`src/rtl/ls_unit_if.sv`:
```
// ============================================================================
// Module      : ls_unit_if
// Description : Word-addressed data-memory request/acknowledge bus.
// Revision    : 1.0 - initial release
// ============================================================================
`default_nettype none

interface ls_unit_if;
    logic        mem_req;
    logic        mem_we;
    logic [15:0] mem_addr;
    logic [31:0] mem_wdata;
    logic [31:0] mem_rdata;
    logic        mem_ack;

    modport master (
        output mem_req,
        output mem_we,
        output mem_addr,
        output mem_wdata,
        input  mem_rdata,
        input  mem_ack
    );

    modport slave (
        input  mem_req,
        input  mem_we,
        input  mem_addr,
        input  mem_wdata,
        output mem_rdata,
        output mem_ack
    );
endinterface

`default_nettype wire

```
`src/rtl/ls_unit.sv`:
```
// ============================================================================
// Module      : ls_unit
// Description : Load/store sequencer with timeout-bounded memory handshake.
// Revision    : 1.0 - initial release
// ============================================================================
`default_nettype none

module ls_unit #(
    parameter int TIMEOUT = 15
) (
    input  wire logic        clk,
    input  wire logic        rst_f,
    input  wire logic        start,
    input  wire logic        is_store,
    input  wire logic [31:0] base,
    input  wire logic [15:0] offset,
    input  wire logic [31:0] st_data,
    ls_unit_if.master        mem,
    output logic      [31:0] ld_data,
    output logic             busy,
    output logic             done,
    output logic             err
);

    typedef enum logic [1:0] {
        S_IDLE   = 2'd0,
        S_ACCESS = 2'd1,
        S_DONE   = 2'd2
    } state_t;

    localparam logic [7:0] C_LAST = 8'(TIMEOUT - 1);

    state_t      state_q;
    logic [7:0]  cnt_q;
    logic        req_q;
    logic        we_q;
    logic [15:0] addr_q;
    logic [31:0] wdata_q;
    logic [31:0] ld_q;
    logic        busy_q;
    logic        done_q;
    logic        err_q;

    logic [15:0] addr_d;
    logic        unused_base_hi;

    // Effective address is 16-bit modular; the carry out is intentionally lost.
    assign addr_d         = base[15:0] + offset;
    assign unused_base_hi = ^base[31:16];

    always_ff @(posedge clk or posedge rst_f) begin
        if (rst_f) begin
            state_q <= S_IDLE;
            cnt_q   <= 8'd0;
            req_q   <= 1'b0;
            we_q    <= 1'b0;
            addr_q  <= 16'd0;
            wdata_q <= 32'd0;
            ld_q    <= 32'd0;
            busy_q  <= 1'b0;
            done_q  <= 1'b0;
            err_q   <= 1'b0;
        end else begin
            case (state_q)
                S_IDLE: begin
                    done_q <= 1'b0;
                    err_q  <= 1'b0;
                    if (start) begin
                        addr_q  <= addr_d;
                        we_q    <= is_store;
                        wdata_q <= st_data;
                        cnt_q   <= 8'd0;
                        req_q   <= 1'b1;
                        busy_q  <= 1'b1;
                        state_q <= S_ACCESS;
                    end
                end
                S_ACCESS: begin
                    // Ack is checked first so an ack on the final cycle still succeeds.
                    if (mem.mem_ack) begin
                        req_q   <= 1'b0;
                        we_q    <= 1'b0;
                        if (!we_q) begin
                            ld_q <= mem.mem_rdata;
                        end
                        done_q  <= 1'b1;
                        err_q   <= 1'b0;
                        state_q <= S_DONE;
                    end else if (cnt_q == C_LAST) begin
                        req_q   <= 1'b0;
                        we_q    <= 1'b0;
                        done_q  <= 1'b1;
                        err_q   <= 1'b1;
                        state_q <= S_DONE;
                    end else begin
                        cnt_q <= cnt_q + 8'd1;
                    end
                end
                S_DONE: begin
                    done_q  <= 1'b0;
                    err_q   <= 1'b0;
                    busy_q  <= 1'b0;
                    state_q <= S_IDLE;
                end
                default: begin
                    state_q <= S_IDLE;
                    req_q   <= 1'b0;
                    we_q    <= 1'b0;
                    busy_q  <= 1'b0;
                    done_q  <= 1'b0;
                    err_q   <= 1'b0;
                end
            endcase
        end
    end

    assign mem.mem_req   = req_q;
    assign mem.mem_we    = we_q;
    assign mem.mem_addr  = addr_q;
    assign mem.mem_wdata = wdata_q;
    assign ld_data       = ld_q;
    assign busy          = busy_q;
    assign done          = done_q;
    assign err           = err_q;

endmodule

`default_nettype wire
```
`src/flat_wrapper.sv`:
```
// flat-port wrapper written by rule: the top's interface ports become plain ports
module ls_unit_flat 
#(
    parameter int TIMEOUT = 15
)
  (clk, rst_f, start, is_store, base, offset, st_data, ld_data, busy, done, err, mem_mem_req, mem_mem_we, mem_mem_addr, mem_mem_wdata, mem_mem_rdata, mem_mem_ack);
  ls_unit_if mem_i ();
  input  wire logic clk;
  input  wire logic rst_f;
  input  wire logic start;
  input  wire logic is_store;
  input  wire logic [31:0] base;
  input  wire logic [15:0] offset;
  input  wire logic [31:0] st_data;
  output logic      [31:0] ld_data;
  output logic busy;
  output logic done;
  output logic err;
  output wire logic [$bits(mem_i.mem_req)-1:0] mem_mem_req;
  output wire logic [$bits(mem_i.mem_we)-1:0] mem_mem_we;
  output wire logic [$bits(mem_i.mem_addr)-1:0] mem_mem_addr;
  output wire logic [$bits(mem_i.mem_wdata)-1:0] mem_mem_wdata;
  input wire logic [$bits(mem_i.mem_rdata)-1:0] mem_mem_rdata;
  input wire logic [$bits(mem_i.mem_ack)-1:0] mem_mem_ack;
  assign mem_mem_req = mem_i.mem_req;
  assign mem_mem_we = mem_i.mem_we;
  assign mem_mem_addr = mem_i.mem_addr;
  assign mem_mem_wdata = mem_i.mem_wdata;
  assign mem_i.mem_rdata = mem_mem_rdata;
  assign mem_i.mem_ack = mem_mem_ack;
  ls_unit #(.TIMEOUT(TIMEOUT)) u_core (.clk(clk), .rst_f(rst_f), .start(start), .is_store(is_store), .base(base), .offset(offset), .st_data(st_data), .mem(mem_i), .ld_data(ld_data), .busy(busy), .done(done), .err(err));
endmodule
```
`config.mk`:
```
export PLATFORM = sky130hd
export DESIGN_NAME = ls_unit_flat
export DESIGN_NICKNAME = d
export VERILOG_FILES = /design/src/rtl/ls_unit_if.sv /design/src/rtl/ls_unit.sv /design/src/flat_wrapper.sv
export SDC_FILE = /design/constraint.sdc
export NUM_CORES = 1
export LEC_CHECK = 0
export CORE_MARGIN = 8
export CORE_UTILIZATION = 35
export CTS_CLUSTER_DIAMETER = 60
export CTS_CLUSTER_SIZE = 20
export DETAILED_ROUTE_END_ITERATION = 8
export PLACE_DENSITY = 0.76
export RECOVER_POWER = 100
export SLEW_MARGIN = 10
export SYNTH_ARGS = -nofsm -noshare
export SYNTH_HDL_FRONTEND = slang
export SYNTH_SLANG_ARGS = --single-unit
```
`constraint.sdc`:
```
create_clock -name clk -period 3.4 [get_ports clk]
set_input_delay 0.68 -clock clk [delete_from_list [all_inputs] [get_ports clk]]
set_output_delay 0.68 -clock clk [all_outputs]
set_load 0.1 [all_outputs]
```
==> load_flow_metrics.sql, run 1 <==
INSERT INTO impl_metrics (metric_group, metric, value, unit) VALUES
('yosys', 'post_synth_inst_count', '417', ''),
('floorplanning', 'floorplan.initialDensity', '35.4', '%'),
('sta', 'slew_headroom', '-20.5', '%'),
('sta', 'maxSlewViolCount', '80', ''),
('setup_path', 'path_cells', 'dlygate4sd3_1 > nor3b_4 > clkbuf_1 > mux2_2', ''),
('sta', 'tightest_slew', '1.81', 'ns'),
('final_layout', 'finalNetCount', '737', ''),
('final_layout', 'seq_area', '2380', 'µm²'),
('cts', 'cts_max_level', '3', ''),
('setup_path', 'max_stage_delay', '1.22', 'ns'),
('route', 'drt_iter0_drc', '192', ''),
('setup_path', 'worst-endpoint-required', '3.61', 'ns'),
('setup_path', 'critPathKind', 'in -> reg', ''),
('flow_run', 'maximum_capacitance_violations', '2', ''),
('floorplanning', 'ios', '202', ''),
('setup_path', 'worstPathArrival', '3.10', 'ns'),
('cts', 'clock_tree_from_tritoncts', 'done', ''),
('sta', 'hold_ws', '0.476', 'ns'),
('setup_path', 'critical_path_buf_inv_count', '2', ''),
('route', 'routed_wirelength', '12300', 'µm'),
('yosys', 'post_synth_num_cell_types', '53', ''),
('setup_path', 'reg2reg_depth', '4', ''),
('cts', 'cts-hold-fix-buffers', '0', ''),
('floorplanning', 'die_area', '16500', 'µm²'),
('final_layout', 'layout-area-overhead-vs-synth', '44.4', '%'),
('yosys', 'ys.flop_type', 'sky130_fd_sc_hd__dfrtp_1', ''),
('cts', 'clk-insertion-delay-late', '0.34', 'ns'),
('final_layout', 'multi_input_comb_area', '1930', 'µm²'),
('route', 'final_antenna_net_count', '0', ''),
('sta', 'grt_setup_unrepaired', 'no', ''),
('yosys', 'yosysSeqAreaShare', '53.9', '%'),
('hold_path', 'worst_hold_path_type', 'reg -> reg', ''),
('floorplanning', 'die_h', '128', 'µm'),
('setup_path', 'regToRegStartpoint', 'u_core.state_q[1]', ''),
('sta', 'report.final.hold_viol_count', '0', ''),
('route', 'drt_pass1_iterations', '4', ''),
('global_route', 'antenna_violations_before_repair', '0', ''),
('yosys', 'mappedNetlistNets', '552', ''),
('route', 'post_drt_wl_per_cell', '15.7', 'µm'),
('floorplanning', 'fp.coreArea', '12500', 'µm²'),
('hold_path', 'min_to', 'u_core.mem.mem_addr[0]', ''),
('yosys', 'post_synth_instance_area', '4410', 'µm²'),
('setup_path', 'path_delay_family', 'buffers and inverters', ''),
('cts', 'clock_slew_at_reported_path_ffs', '0.07', 'ns'),
('sta', 'final_period_minus_worst_setup_slack', '2.89', 'ns'),
('sta', 'setup-tns-final', '0', 'ns'),
('cts', 'post-cts-setup-buffer-count', '0', ''),
('setup_path', 'critPathLaunchType', 'input port', ''),
('place', 'buffer_ports.inserted', '185', ''),
('setup_path', 'worstReg2RegEnd', 'u_core.ld_data[11]', ''),
('hold_path', 'hold-path-cell-count', '2', ''),
('global_route', 'largest_net_degree_at_the_start_of_global_routing', '50', ''),
('cts', 'cts.path.max_buffers', '2', ''),
('status', 'violations', 'capacitance limit, slew limit', ''),
('global_route', 'via_count_of_the_first_global_routing_pass', '3827', ''),
('yosys', 'synthesis.yosys.warnings', '0', ''),
('sta', 'fin_worst_skew', '0.00703', 'ns'),
('place', 'place_congestion', '0.906', ''),
('cts', 'number_of_clock_sinks_seen_by_cts', '95', ''),
('cts', 'ctsRootBufferMaster', 'sky130_fd_sc_hd__clkbuf_16', ''),
('yosys', 'ys_async_sr_fraction', '100', '%'),
('global_route', 'wire_length_of_the_first_global_routing_pass', '19100', 'µm'),
('route', 'route.detailed.vias_per_inst', '4.75', ''),
('sta', 'report.final.setup_viol', '0', ''),
('global_route', 'global_route.usage.total', '14.5', '%'),
('place', 'hpwl', '9510', 'µm'),
('floorplanning', 'floorplan.rows', '41', ''),
('setup_path', 'setup.worst_path.end_class', 'flop', ''),
('setup_path', 'critical-path-slowest-cell', 'sky130_fd_sc_hd__clkbuf_1', ''),
('final_layout', 'final_layout_size_suffix_gt1_share', '10.7', '%'),
('status', 'run_status', 'finished, violations left', '');
## synth_stat cells, drive strengths merged, types with 6 or more instances
cell type	count	share of area, %
nand2	126	11
dfrtp	95	54
mux2	32	8.2
ha	17	4.8
o21ai	17	1.9
a21oi	13	1.7
buf	13	1.6
nor2	11	0.94
xor2	9	1.8
nand4	8	1.1
nand3	7	0.79
inv	6	0.51
xnor2	6	1.2
## worst max path at each step
stage                startpoint                      end  slack [ns]
finish              mem_mem_ack       u_core.ld_data[11]        0.51
global route        mem_mem_ack       u_core.ld_data[11]        0.35
CTS                   offset[0]  u_core.mem.mem_addr[14]        0.78
detailed placement    offset[0]  u_core.mem.mem_addr[14]        0.40
global placement      offset[0]  u_core.mem.mem_addr[14]        0.45
floorplan                 rst_f              u_core.busy        0.24
## worst reg2reg max path, stage by stage (launching register included)
cell and delay [ns]:
sky130_fd_sc_hd__dfrtp_1 0.43, sky130_fd_sc_hd__nand2b_1 0.26, sky130_fd_sc_hd__nor3b_4 0.19, sky130_fd_sc_hd__clkbuf_1 1.22
sky130_fd_sc_hd__mux2_2 0.45
## sequential cells by signal, indices dropped and copies added (netlist names), 2 cells and up
signal                count
u_core.mem.mem_wdata     32
u_core.mem.mem_addr      16
u_core.ld_data           32
u_core.state_q            2
u_core.cnt_q              8
## layout make-up
cell class | count | share of cell area, %
repair buffers | 190 | 24.0
flip-flops and latches | 95 | 37.3
well taps | 172 | 3.38
clock buffers | 9 | 3.53
inverters | 6 | 0.353
clock inverters | 7 | 1.12
multi-input cells | 300 | 30.3
## per-stage QoR
stage	util, %	instance area, µm²	worst slack, ns	instances
floorplan	-	4410	0.243	417
global placement	50.7	6310	0.452	763
detailed placement	50.7	6310	0.402	763
CTS	53.0	6610	0.780	779
global route	51.1	6370	0.345	779
finish	51.1	6370	0.509	779
## per-layer routing
layer / wire, µm / vias to the layer above / GRT usage, %
li1: - / 1807 / -
met1: 5400 / 1750 / 17.1
met2: 5880 / 127 / 24.8
met3: 796 / 13 / 3.87
met4: 182 / 0 / 5.03
met5: 0 / - / 0
## cells by family (layout without fill, tap and decap cells)
family | Yosys count | count (layout) | synth area share, %
XOR/XNOR | 15 | 15 | 2.98
AND/OR/NAND/NOR | 174 | 174 | 17.2
multiplexers | 33 | 33 | 8.39
flip-flops | 95 | 95 | 53.9
buffers and inverters | 22 | 212 | 2.38
adder cells (fa/ha/maj) | 18 | 18 | 5.28
AO/OA/AOI/OAI | 60 | 60 | 9.87
## cell usage in the layout, fill, tap and decap left out, drive strengths merged, types with 6 or more instances in the layout
cell type	instances
ha	17
o21ai	17
nor2	11
inv	7
clkdlybuf4s50	96
dfrtp	95
nand2	126
dlygate4sd3	30
xnor2	6
nand4	8
clkbuf	69
mux2	32
xor2	9
nand3	7
a21oi	13
Power of run 1 is not shown: default switching activity piles up to over one toggle a cycle in this logic, so the estimate is an artifact.
==> run 2, diff against run 1 <==
--- a/config.mk
+++ b/config.mk
@@ -5,8 +5,9 @@
 export SDC_FILE = /design/constraint.sdc
 export NUM_CORES = 1
 export LEC_CHECK = 0
-export CORE_MARGIN = 8
+export CORE_MARGIN = 4
 export CORE_UTILIZATION = 35
+export CTS_BUF_LIST = sky130_fd_sc_hd__clkbuf_8 sky130_fd_sc_hd__clkbuf_16
 export CTS_CLUSTER_DIAMETER = 60
 export CTS_CLUSTER_SIZE = 20
 export DETAILED_ROUTE_END_ITERATION = 8
==> run 2 against run 1 <==
Effect of this change:
- the flow still finishes with violations (capacitance limit, slew limit)
- first-iteration DRC count fell by 33%
- maximum frequency decreased by 0.56%
- clock skew grew 0.0014 ns
- setup slack got worse by 0.016 ns
- sequential share of layout area down 0.41 points
- critical path depth unchanged
- worst hold slack lost 0.0033 ns
- non-clock buffer count is 1 higher
- global-route usage increased by 1.5 points
- critical endpoint is now u_core.ld_data[1]
- highest routed layer unchanged
==> load_flow_metrics.sql, run 2 (same netlist as run 1, synthesis figures left out) <==
INSERT INTO impl_metrics (metric_group, metric, value, unit) VALUES
('floorplanning', 'die_area', '14500', 'µm²'),
('global_route', 'globalRouteOverflowTotal', '0', ''),
('cts', 'post-cts-setup-buffer-count', '0', ''),
('setup_path', 'critPathKind', 'in -> reg', ''),
('status', 'run_status', 'finished, violations left', ''),
('floorplanning', 'die_width', '120', 'µm'),
('final_layout', 'diodes', '0', ''),
('cts', 'cts-buffers-inserted', '9', ''),
('status', 'violations', 'capacitance limit, slew limit', ''),
('setup_path', 'path_delay_family', 'buffers and inverters', ''),
('setup_path', 'worst-endpoint-required', '3.61', 'ns'),
('sta', 'fin_worst_skew', '0.00842', 'ns'),
('flow_run', 'maximum_capacitance_violations', '2', ''),
('setup_path', 'worst-path-max-fanout', '32', ''),
('sta', 'grt_setup_unrepaired', 'no', ''),
('sta', 'setup-tns-final', '0', 'ns'),
('route', 'drt_pass1_iterations', '4', ''),
('floorplanning', 'ios', '202', ''),
('route', 'drt_iter0_drc', '128', ''),
('sta', 'tightest_slew', '1.81', 'ns'),
('route', 'num_vias', '3741', ''),
('floorplanning', 'floorplan.initialDensity', '36.3', '%'),
('sta', 'maxSlewViolCount', '74', ''),
('place', 'place_ws', '0.383', 'ns'),
('cts', 'clk-insertion-delay-late', '0.33', 'ns'),
('floorplanning', 'fp.coreArea', '12200', 'µm²'),
('global_route', 'wire_length_of_the_first_global_routing_pass', '18900', 'µm'),
('route', 'routed_wirelength', '11700', 'µm'),
('floorplanning', 'die_h', '120', 'µm'),
('setup_path', 'critPathLaunchType', 'input port', ''),
('sta', 'report.final.hold_viol_count', '0', ''),
('cts', 'number_of_clock_sinks_seen_by_cts', '95', ''),
('global_route', 'antenna_violations_before_repair', '0', ''),
('route', 'final_antenna_net_count', '0', ''),
('final_layout', 'final_layout_size_suffix_gt1_share', '10.9', '%'),
('sta', 'slew_headroom', '-21.3', '%'),
('cts', 'clock_tree_from_tritoncts', 'done', ''),
('cts', 'cts-hold-fix-buffers', '0', ''),
('sta', 'final_period_minus_worst_setup_slack', '2.91', 'ns'),
('cts', 'ctsRootBufferMaster', 'sky130_fd_sc_hd__clkbuf_16', ''),
('global_route', 'largest_net_degree_at_the_start_of_global_routing', '41', ''),
('sta', 'report.final.setup_viol', '0', ''),
('setup_path', 'setup.worst_path.end_class', 'flop', ''),
('final_layout', 'layout-area-overhead-vs-synth', '46.1', '%'),
('hold_path', 'worst_hold_path_type', 'reg -> reg', ''),
('place', 'buffer_ports.inserted', '185', ''),
('place', 'hpwl', '9070', 'µm'),
('place', 'place_congestion', '0.825', ''),
('route', 'drc', '0', ''),
('setup_path', 'critical-path-slowest-cell', 'sky130_fd_sc_hd__clkbuf_1', ''),
('route', 'route.detailed.vias_per_inst', '4.82', ''),
('global_route', 'global_route.usage.total', '16.0', '%'),
('final_layout', 'layout_common_cells', '126 x sky130_fd_sc_hd__nand2_1, 96 x sky130_fd_sc_hd__clkdlybuf4s50_1, 95 x sky130_fd_sc_hd__dfrtp_1', ''),
('global_route', 'via_count_of_the_first_global_routing_pass', '3831', ''),
('setup_path', 'worstPathArrival', '3.12', 'ns'),
('floorplanning', 'floorplan.rows', '40', ''),
('cts', 'postCtsResizedCells', '0', ''),
('final_layout', 'mostFrequentLayoutCell', 'sky130_fd_sc_hd__nand2_1', ''),
('cts', 'clock_slew_at_reported_path_ffs', '0.06', 'ns'),
('setup_path', 'max_stage_delay', '1.21', 'ns'),
('cts', 'cts.path.max_buffers', '2', ''),
('setup_path', 'critical_path_buf_inv_count', '2', ''),
('sta', 'post-route-period-util', '85.5', '%'),
('final_layout', 'finalNetCount', '738', ''),
('sta', 'clock.fmax', '0.344', 'GHz'),
('final_layout', 'num-fill-cells', '1133', ''),
('route', 'post_drt_wl_per_cell', '15.1', 'µm'),
('sta', 'postLayoutSetupSlackWorst', '0.492', 'ns'),
('cts', 'cts_max_level', '3', ''),
('setup_path', 'path_cells', 'dlygate4sd3_1 > nor3b_4 > clkbuf_1 > mux2_2', '');
-- run 2: cell types whose count changed in the layout (fill, tap and decap cells not counted), moves of 2 or more --
cell                            previous run  this run
sky130_fd_sc_hd__clkbuf_1                 60        49
sky130_fd_sc_hd__clkbuf_8                  0         2
sky130_fd_sc_hd__dlygate4sd3_1            30        41
sky130_fd_sc_hd__clkinvlp_4                0         2
sky130_fd_sc_hd__clkinv_2                  3         0
-- run 2: final cells by class --
type / count / area [µm²] / share of cell area (%)
flip-flops and latches: 95 / 2380 / 36.9
multi-input cells: 300 / 1930 / 30.0
well taps: 168 / 210 / 3.26
clock inverters: 5 / 57.6 / 0.893
repair buffers: 191 / 1590 / 24.7
inverters: 6 / 23.8 / 0.369
clock buffers: 11 / 253 / 3.92
-- run 2: through the flow --
stage | hold slack, ns | cell area, µm² | instances | utilization [%]
final | 0.472 | 6440 | 776 | 53.0
after global routing | 0.506 | 6440 | 776 | 53.0
after CTS | 0.481 | 6640 | 776 | 54.6
after detailed placement | 0.464 | 6330 | 760 | 52.1
after global placement | 0.459 | 6330 | 760 | 52.1
after floorplan | 0.495 | 4410 | 417 | -
-- run 2: worst min-delay path: stages (launching register included) --
cell and delay, ns:
sky130_fd_sc_hd__dfrtp_1 0.34, sky130_fd_sc_hd__nand2_1 0.05, sky130_fd_sc_hd__nand2_1 0.06
-- run 2: worst paths after layout --
check                                        start                 endpoint  slack, ns  cells past startpoint
min in group asynchronous                    rst_f  u_core.mem.mem_wdata[4]       1.25                      2
max in group asynchronous                    rst_f          u_core.cnt_q[7]       0.79                      3
min reg2reg                u_core.mem.mem_wdata[1]  u_core.mem.mem_wdata[1]       0.47                      2
max                                    mem_mem_ack        u_core.ld_data[1]       0.49                      4
min                        u_core.mem.mem_wdata[1]  u_core.mem.mem_wdata[1]       0.47                      2
max reg2reg                      u_core.state_q[1]        u_core.ld_data[1]       0.73                      4
-- run 2: routing by layer --
layer  wire, µm  vias to the layer above  GRT usage (%)
met5          0                        -              0
met4        230                        0           5.67
met3        719                       20           3.18
met2       5850                      138           28.0
met1       4950                     1784           19.7
li1           -                     1799              -
Power of run 2 is left out for the same reason.
==> variant 1 (settings of run 1) <==
`TIMEOUT` is set to 15 in 2 places; all go to 7.
--- a/src/rtl/ls_unit.sv
+++ b/src/rtl/ls_unit.sv
@@ -6,7 +6,7 @@
 `default_nettype none
 
 module ls_unit #(
-    parameter int TIMEOUT = 15
+    parameter int TIMEOUT = 7
 ) (
     input  wire logic        clk,
     input  wire logic        rst_f,
--- a/src/flat_wrapper.sv
+++ b/src/flat_wrapper.sv
@@ -1,7 +1,7 @@
 // flat-port wrapper written by rule: the top's interface ports become plain ports
 module ls_unit_flat 
 #(
-    parameter int TIMEOUT = 15
+    parameter int TIMEOUT = 7
 )
   (clk, rst_f, start, is_store, base, offset, st_data, ld_data, busy, done, err, mem_mem_req, mem_mem_we, mem_mem_addr, mem_mem_wdata, mem_mem_rdata, mem_mem_ack);
   ls_unit_if mem_i ();
Behaviour: not the same (a bounded check fails within 10 cycles, from zero or initial values and one cycle with rst_f high).
==> variant 1 against run 1 <==
The flow still finishes with violations (max-capacitance violations, max-slew violations). Via count grew 0.76%. Final cell count up 1.3%. Routed wire length increased by 0.56%. Synthesized area increased by 0.45%. Worst setup slack got worse by 0.12 ns. Count of clock-buffer cells in the layout grew 1. Sequential cell count unchanged. Worst hold slack worse by 0.0027 ns. Cell area about the same. Die area increased by 0.40%. First-iteration DRC count down 0.52%. Largest cell class unchanged.
Power is left out: the tool's default activity adds up to more than one toggle a clock period on the data nets, which glitch-free logic cannot reach.
==> variant 1: results (changes against run 1) <==
[metrics] Max Slew Vio Count: 82 (+2.5%)
[metrics] result of the run: complete, but fails checks
[metrics] Synth area leaders: dfrtp_1 54%, nand2_1 11%, mux2_2 8.4%
[metrics] vias per inst: 4.721 (-0.52%)
[metrics] Layout fillers: 1208 (+4.0%)
[metrics] Clock Skew: 0.006093 ns (-0.0009324 ns)
[metrics] worst min-delay path startpoint: u_core.mem.mem_wdata[2]$_DFFE_PP0P_
[metrics] number of maximum-capacitance constraint violations: 2 (unchanged)
[metrics] violated checks: max-capacitance violations, max-slew violations
[metrics] top cell types by occurrence after synthesis: 129 x nand2_1, 95 x dfrtp_1, 33 x mux2_2
[metrics] share of synthesized area occupied by flip-flops and latches: 53.64% (-0.24 points)
[metrics] gr usage total: 14.81% (+0.32 points)
[metrics] distinct cell type count after synthesis: 46 (-13%)
[metrics] Worst R2R Setup Slack: 0.69 ns (-0.04 ns)
[metrics] number of nets produced by synthesis: 565 (+2.4%)
[metrics] Iter 0 DRT Violations: 191 (-0.52%)
[metrics] Final setup violation count: 0 (unchanged)
[metrics] global placer's final weighted congestion: 0.8375 (-7.6%)
[metrics] share of cells above drive strength 1: 9.562% (-1.1 points)
[metrics] DR WL/cell: 15.62 um (-0.71%)
[metrics] half-perimeter wire length after placement: 9652 um (+1.5%)
[metrics] number of nets in the final layout: 747 (+1.4%)
[metrics] wire length of the first global-routing pass: 19440 um (+1.7%)
[metrics] worst-margin pin slew: 1.872 ns (+0.06625 ns)
[metrics] vias in the first global route: 3975 (+3.9%)
==> variant 1: cell families (layout without fill, tap and decap cells) <==
group / after synthesis / count (layout) / share of synthesized area [%]
buffers and inverters: 28 / 215 / 2.738
multiplexers: 36 / 36 / 9.063
adder cells (fa/ha/maj): 18 / 18 / 5.251
flip-flops: 95 / 95 / 53.64
XOR/XNOR: 17 / 17 / 3.360
AO/OA/AOI/OAI: 61 / 61 / 9.148
AND/OR/NAND/NOR: 175 / 175 / 16.80
==> variant 1: per-stage QoR <==
step / util (%) / instance area (sq um) / hold slack (ns) / setup slack [ns] / cells
6_report: 50.88 / 6369 / 0.4729 / 0.3883 / 789
5_1_grt: 50.88 / 6369 / 0.4995 / 0.2850 / 789
4_1_cts: 53.04 / 6639 / 0.4813 / 0.7069 / 789
3_5_place_dp: 50.59 / 6332 / 0.4636 / 0.3597 / 773
3_3_place_gp: 50.59 / 6332 / 0.4583 / 0.3740 / 773
2_1_floorplan: - / 4432 / 0.4735 / 0.2430 / 430
==> variant 1: worst paths after layout <==
check / depth (start not counted) / endpoint
worst min-delay path: 2 / u_core.mem.mem_wdata[2]$_DFFE_PP0P_
worst max-delay path: 4 / u_core.ld_data[19]$_DFFE_PP0P_
min in group asynchronous: 2 / u_core.ld_data[1]$_DFFE_PP0P_
max in group asynchronous: 2 / u_core.mem.mem_addr[6]$_DFFE_PP0P_
worst max register to register: 4 / u_core.ld_data[19]$_DFFE_PP0P_
worst min register to register: 2 / u_core.mem.mem_wdata[2]$_DFFE_PP0P_
==> variant 1: final cells by class <==
cell class | instances | share of cell area (%)
Clock inverter | 6 | 1.061
Timing Repair Buffer | 190 | 24.01
Clock buffer | 10 | 3.752
Multi-Input combinational cell | 307 | 29.94
Tap cell | 172 | 3.379
Sequential cell | 95 | 37.33
Inverter | 9 | 0.5305
==> variant 1: layer usage <==
metal	vias to the layer above	share of wire, %	track usage, %
li1	1835	-	-
met2	143	50	26.99
met4	0	1.4	5.598
met3	10	6.6	3.806
met5	-	0	0
met1	1737	42	16.18
==> variant 1: critical path, cell delays in order <==
cell	delay, ns
dlygate4sd3_1	0.61
nor3b_1	0.24
clkbuf_1	1.24
mux2_2	0.45
==> variant 2 (flow settings as in run 1) <==
Made on the original files. Register the input `offset` before use. The logic sees it one clock later. The other inputs are not delayed to match.
--- a/src/rtl/ls_unit.sv
+++ b/src/rtl/ls_unit.sv
@@ -30,6 +30,12 @@
 
     localparam logic [7:0] C_LAST = 8'(TIMEOUT - 1);
 
+    logic [15:0] offset_q;
+
+    always_ff @(posedge clk) begin
+        offset_q <= offset;
+    end
+
     state_t      state_q;
     logic [7:0]  cnt_q;
     logic        req_q;
@@ -45,7 +51,7 @@
     logic        unused_base_hi;
 
     // Effective address is 16-bit modular; the carry out is intentionally lost.
-    assign addr_d         = base[15:0] + offset;
+    assign addr_d         = base[15:0] + offset_q;
     assign unused_base_hi = ^base[31:16];
 
     always_ff @(posedge clk or posedge rst_f) begin
Function: changed (a bounded check fails within 4 cycles, from zero or initial values and one cycle with rst_f high).
==> variant 2 against run 1 <==
The run still ends with max-capacitance violations, max-slew violations left. Register-to-register slack got worse by 0.04 ns. Worst setup slack improved by 0.026 ns. Synthesized area up 6.6%. First-iteration DRC count decreased by 8.9%. Routed wire length is 1.3% higher. Die area up 5.8%. Cell area up 3.4%. Sequential cell count is 16 higher. Critical path type unchanged. Critical endpoint is now u_core.ld_data[4]$_DFFE_PP0P_.
Power is not shown: default switching activity piles up to over one toggle a cycle in this logic, so the estimate is an artifact.
==> variant 2: results (changes against run 1) <==
[metrics] share of cells above drive strength 1: 9.578% (-1.1 points)
[metrics] H-tree Lvls: 3 (unchanged)
[metrics] number of synthesis warnings: 0 (unchanged)
[metrics] vias per inst: 4.634 (-2.4%)
[metrics] Max Slew Vio Count: 70 (-13%)
[metrics] Max FO, Critical Path: 32 (unchanged)
[metrics] pin count of the biggest net entering global routing: 63 (+26%)
[metrics] number of maximum-capacitance constraint violations: 2 (unchanged)
[metrics] Hold Path Class: flip-flop to flip-flop
[metrics] DR WL/cell: 15.68 um (-0.37%)
[metrics] Pre-Repair DR Iteration Count: 4 (unchanged)
[metrics] worst slew margin relative to its limit: -19.36% (+1.1 points)
[metrics] half-perimeter wire length after placement: 9534 um (+0.24%)
[metrics] antenna violations before repair: 1 (+1)
[metrics] wire length of the first global-routing pass: 20750 um (+8.5%)
[metrics] clock latency at the later pin of the worst-skew pair: 0.34 ns (about the same)
[metrics] vias in the first global route: 4067 (+6.3%)
[metrics] commonest register cell after synthesis: dfrtp_1
[metrics] number of resized instances in the post-cts repair step: 0 (unchanged)
[metrics] clock-pin slew on the worst setup and hold paths: 0.07 ns (about the same)
[metrics] data arrival time of the critical path: 3.08 ns (-0.02 ns)
[metrics] top cell types by occurrence after synthesis: 126 x nand2_1, 95 x dfrtp_1, 34 x mux2_2
[metrics] result of the run: complete, but fails checks
[metrics] number of nets in the final layout: 747 (+1.4%)
[metrics] Slowest-stage cell, CP: clkbuf_1
[metrics] Clock Skew: 0.007104 ns (+0.00007808 ns)
[metrics] distinct cell type count after synthesis: 45 (-15%)
[metrics] Synth area leaders: dfrtp_1 51%, nand2_1 10%, mux2_2 8.1%
[metrics] number of buffers inserted by port buffering: 185 (unchanged)
[metrics] number of inserted diodes: 0 (unchanged)
[metrics] global placer's final weighted congestion: 0.8439 (-6.9%)
[metrics] clock tree root buffer cell: clkbuf_16
[metrics] Worst path max stage delay: 1.24 ns (+0.02 ns)
[metrics] post-CTS repair timing setup buffer count: 0 (unchanged)
[metrics] number of nets produced by synthesis: 565 (+2.4%)
[metrics] share of flip-flops with an asynchronous set or reset: 85.59% (-14 points)
[metrics] gr usage total: 14.60% (+0.11 points)
[metrics] Max Buffers Root-to-Sink: 2 (unchanged)
[metrics] total CTS buffers: 9 (unchanged)
[metrics] worst slack at placement: 0.5037 ns (+0.1015 ns)
[metrics] share of synthesized area occupied by flip-flops and latches: 57.36% (+3.5 points)
[metrics] Iter 0 DRT Violations: 175 (-8.9%)
[metrics] violated checks: max-capacitance violations, max-slew violations
[variant 2: cell types whose count changed after synthesis, moves of 5 or more]
cell | run 1 | this run
buf_2 | 12 | 5
clkbuf_1 | 3 | 8
dfxtp_1 | 0 | 16
nand3_1 | 7 | 1
o21ai_0 | 16 | 21
xor2_1 | 9 | 16
[variant 2: per-stage QoR]
stage	cells	instance area [sq um]	hold slack, ns
floorplan	430	4703	0.4506
global placement	777	6566	0.4603
detailed placement	777	6566	0.4633
CTS	792	6863	0.4809
global route	792	6590	0.4937
finish	792	6590	0.4734
[variant 2: cells by family after synthesis]
logic type | Yosys count | synth area share, %
AOI/OAI and AO/OA | 59 | 8.247
buffers and inverters | 27 | 2.979
muxes | 35 | 8.353
DFF | 111 | 57.36
and+or+nand+nor | 159 | 14.21
adders and majority gates | 18 | 4.948
xor gates and xnor gates | 21 | 3.910
[variant 2: layout make-up]
class / instances / area [sq um]
tap: 176 / 220.2
sequential: 111 / 2698
clock buffer: 10 / 239.0
timing repair buffer: 188 / 1485
multi-input combinational: 292 / 1852
inverter: 10 / 38.79
fill: 1248 / 6600
clock inverter: 5 / 57.56
[variant 2: layer usage]
metal	part of all wire (%)	GRT usage [%]	routed length [um]
met2	46	23.79	5724
met1	43	16.92	5347
met5	0.081	0	10
met3	8.9	5.983	1104
met4	1.9	5.233	231
[variant 2: final timing paths]
path	startpoint	to	slack [ns]	cells past startpoint
worst max-delay path	mem_mem_ack	u_core.ld_data[4]$_DFFE_PP0P_	0.53	4
worst min-delay path	u_core.mem.mem_wdata[21]$_DFFE_PP0P_	u_core.mem.mem_wdata[21]$_DFFE_PP0P_	0.47	2
worst max register to register	u_core.state_q[1]$_DFFE_PP0P_	u_core.ld_data[4]$_DFFE_PP0P_	0.69	4
worst min register to register	u_core.mem.mem_wdata[21]$_DFFE_PP0P_	u_core.mem.mem_wdata[21]$_DFFE_PP0P_	0.47	2
max in group asynchronous	rst_f	u_core.ld_data[16]$_DFFE_PP0P_	1.15	3
min in group asynchronous	rst_f	u_core.ld_data[14]$_DFFE_PP0P_	1.26	2
[variant 2: worst max-delay path, delay by kind of cell]
| family | cells | cell delay, ns |
|---|---|---|
| buffers and inverters | 2 | 1.75 |
| muxes | 1 | 0.45 |
| and+or+nand+nor | 1 | 0.19 |
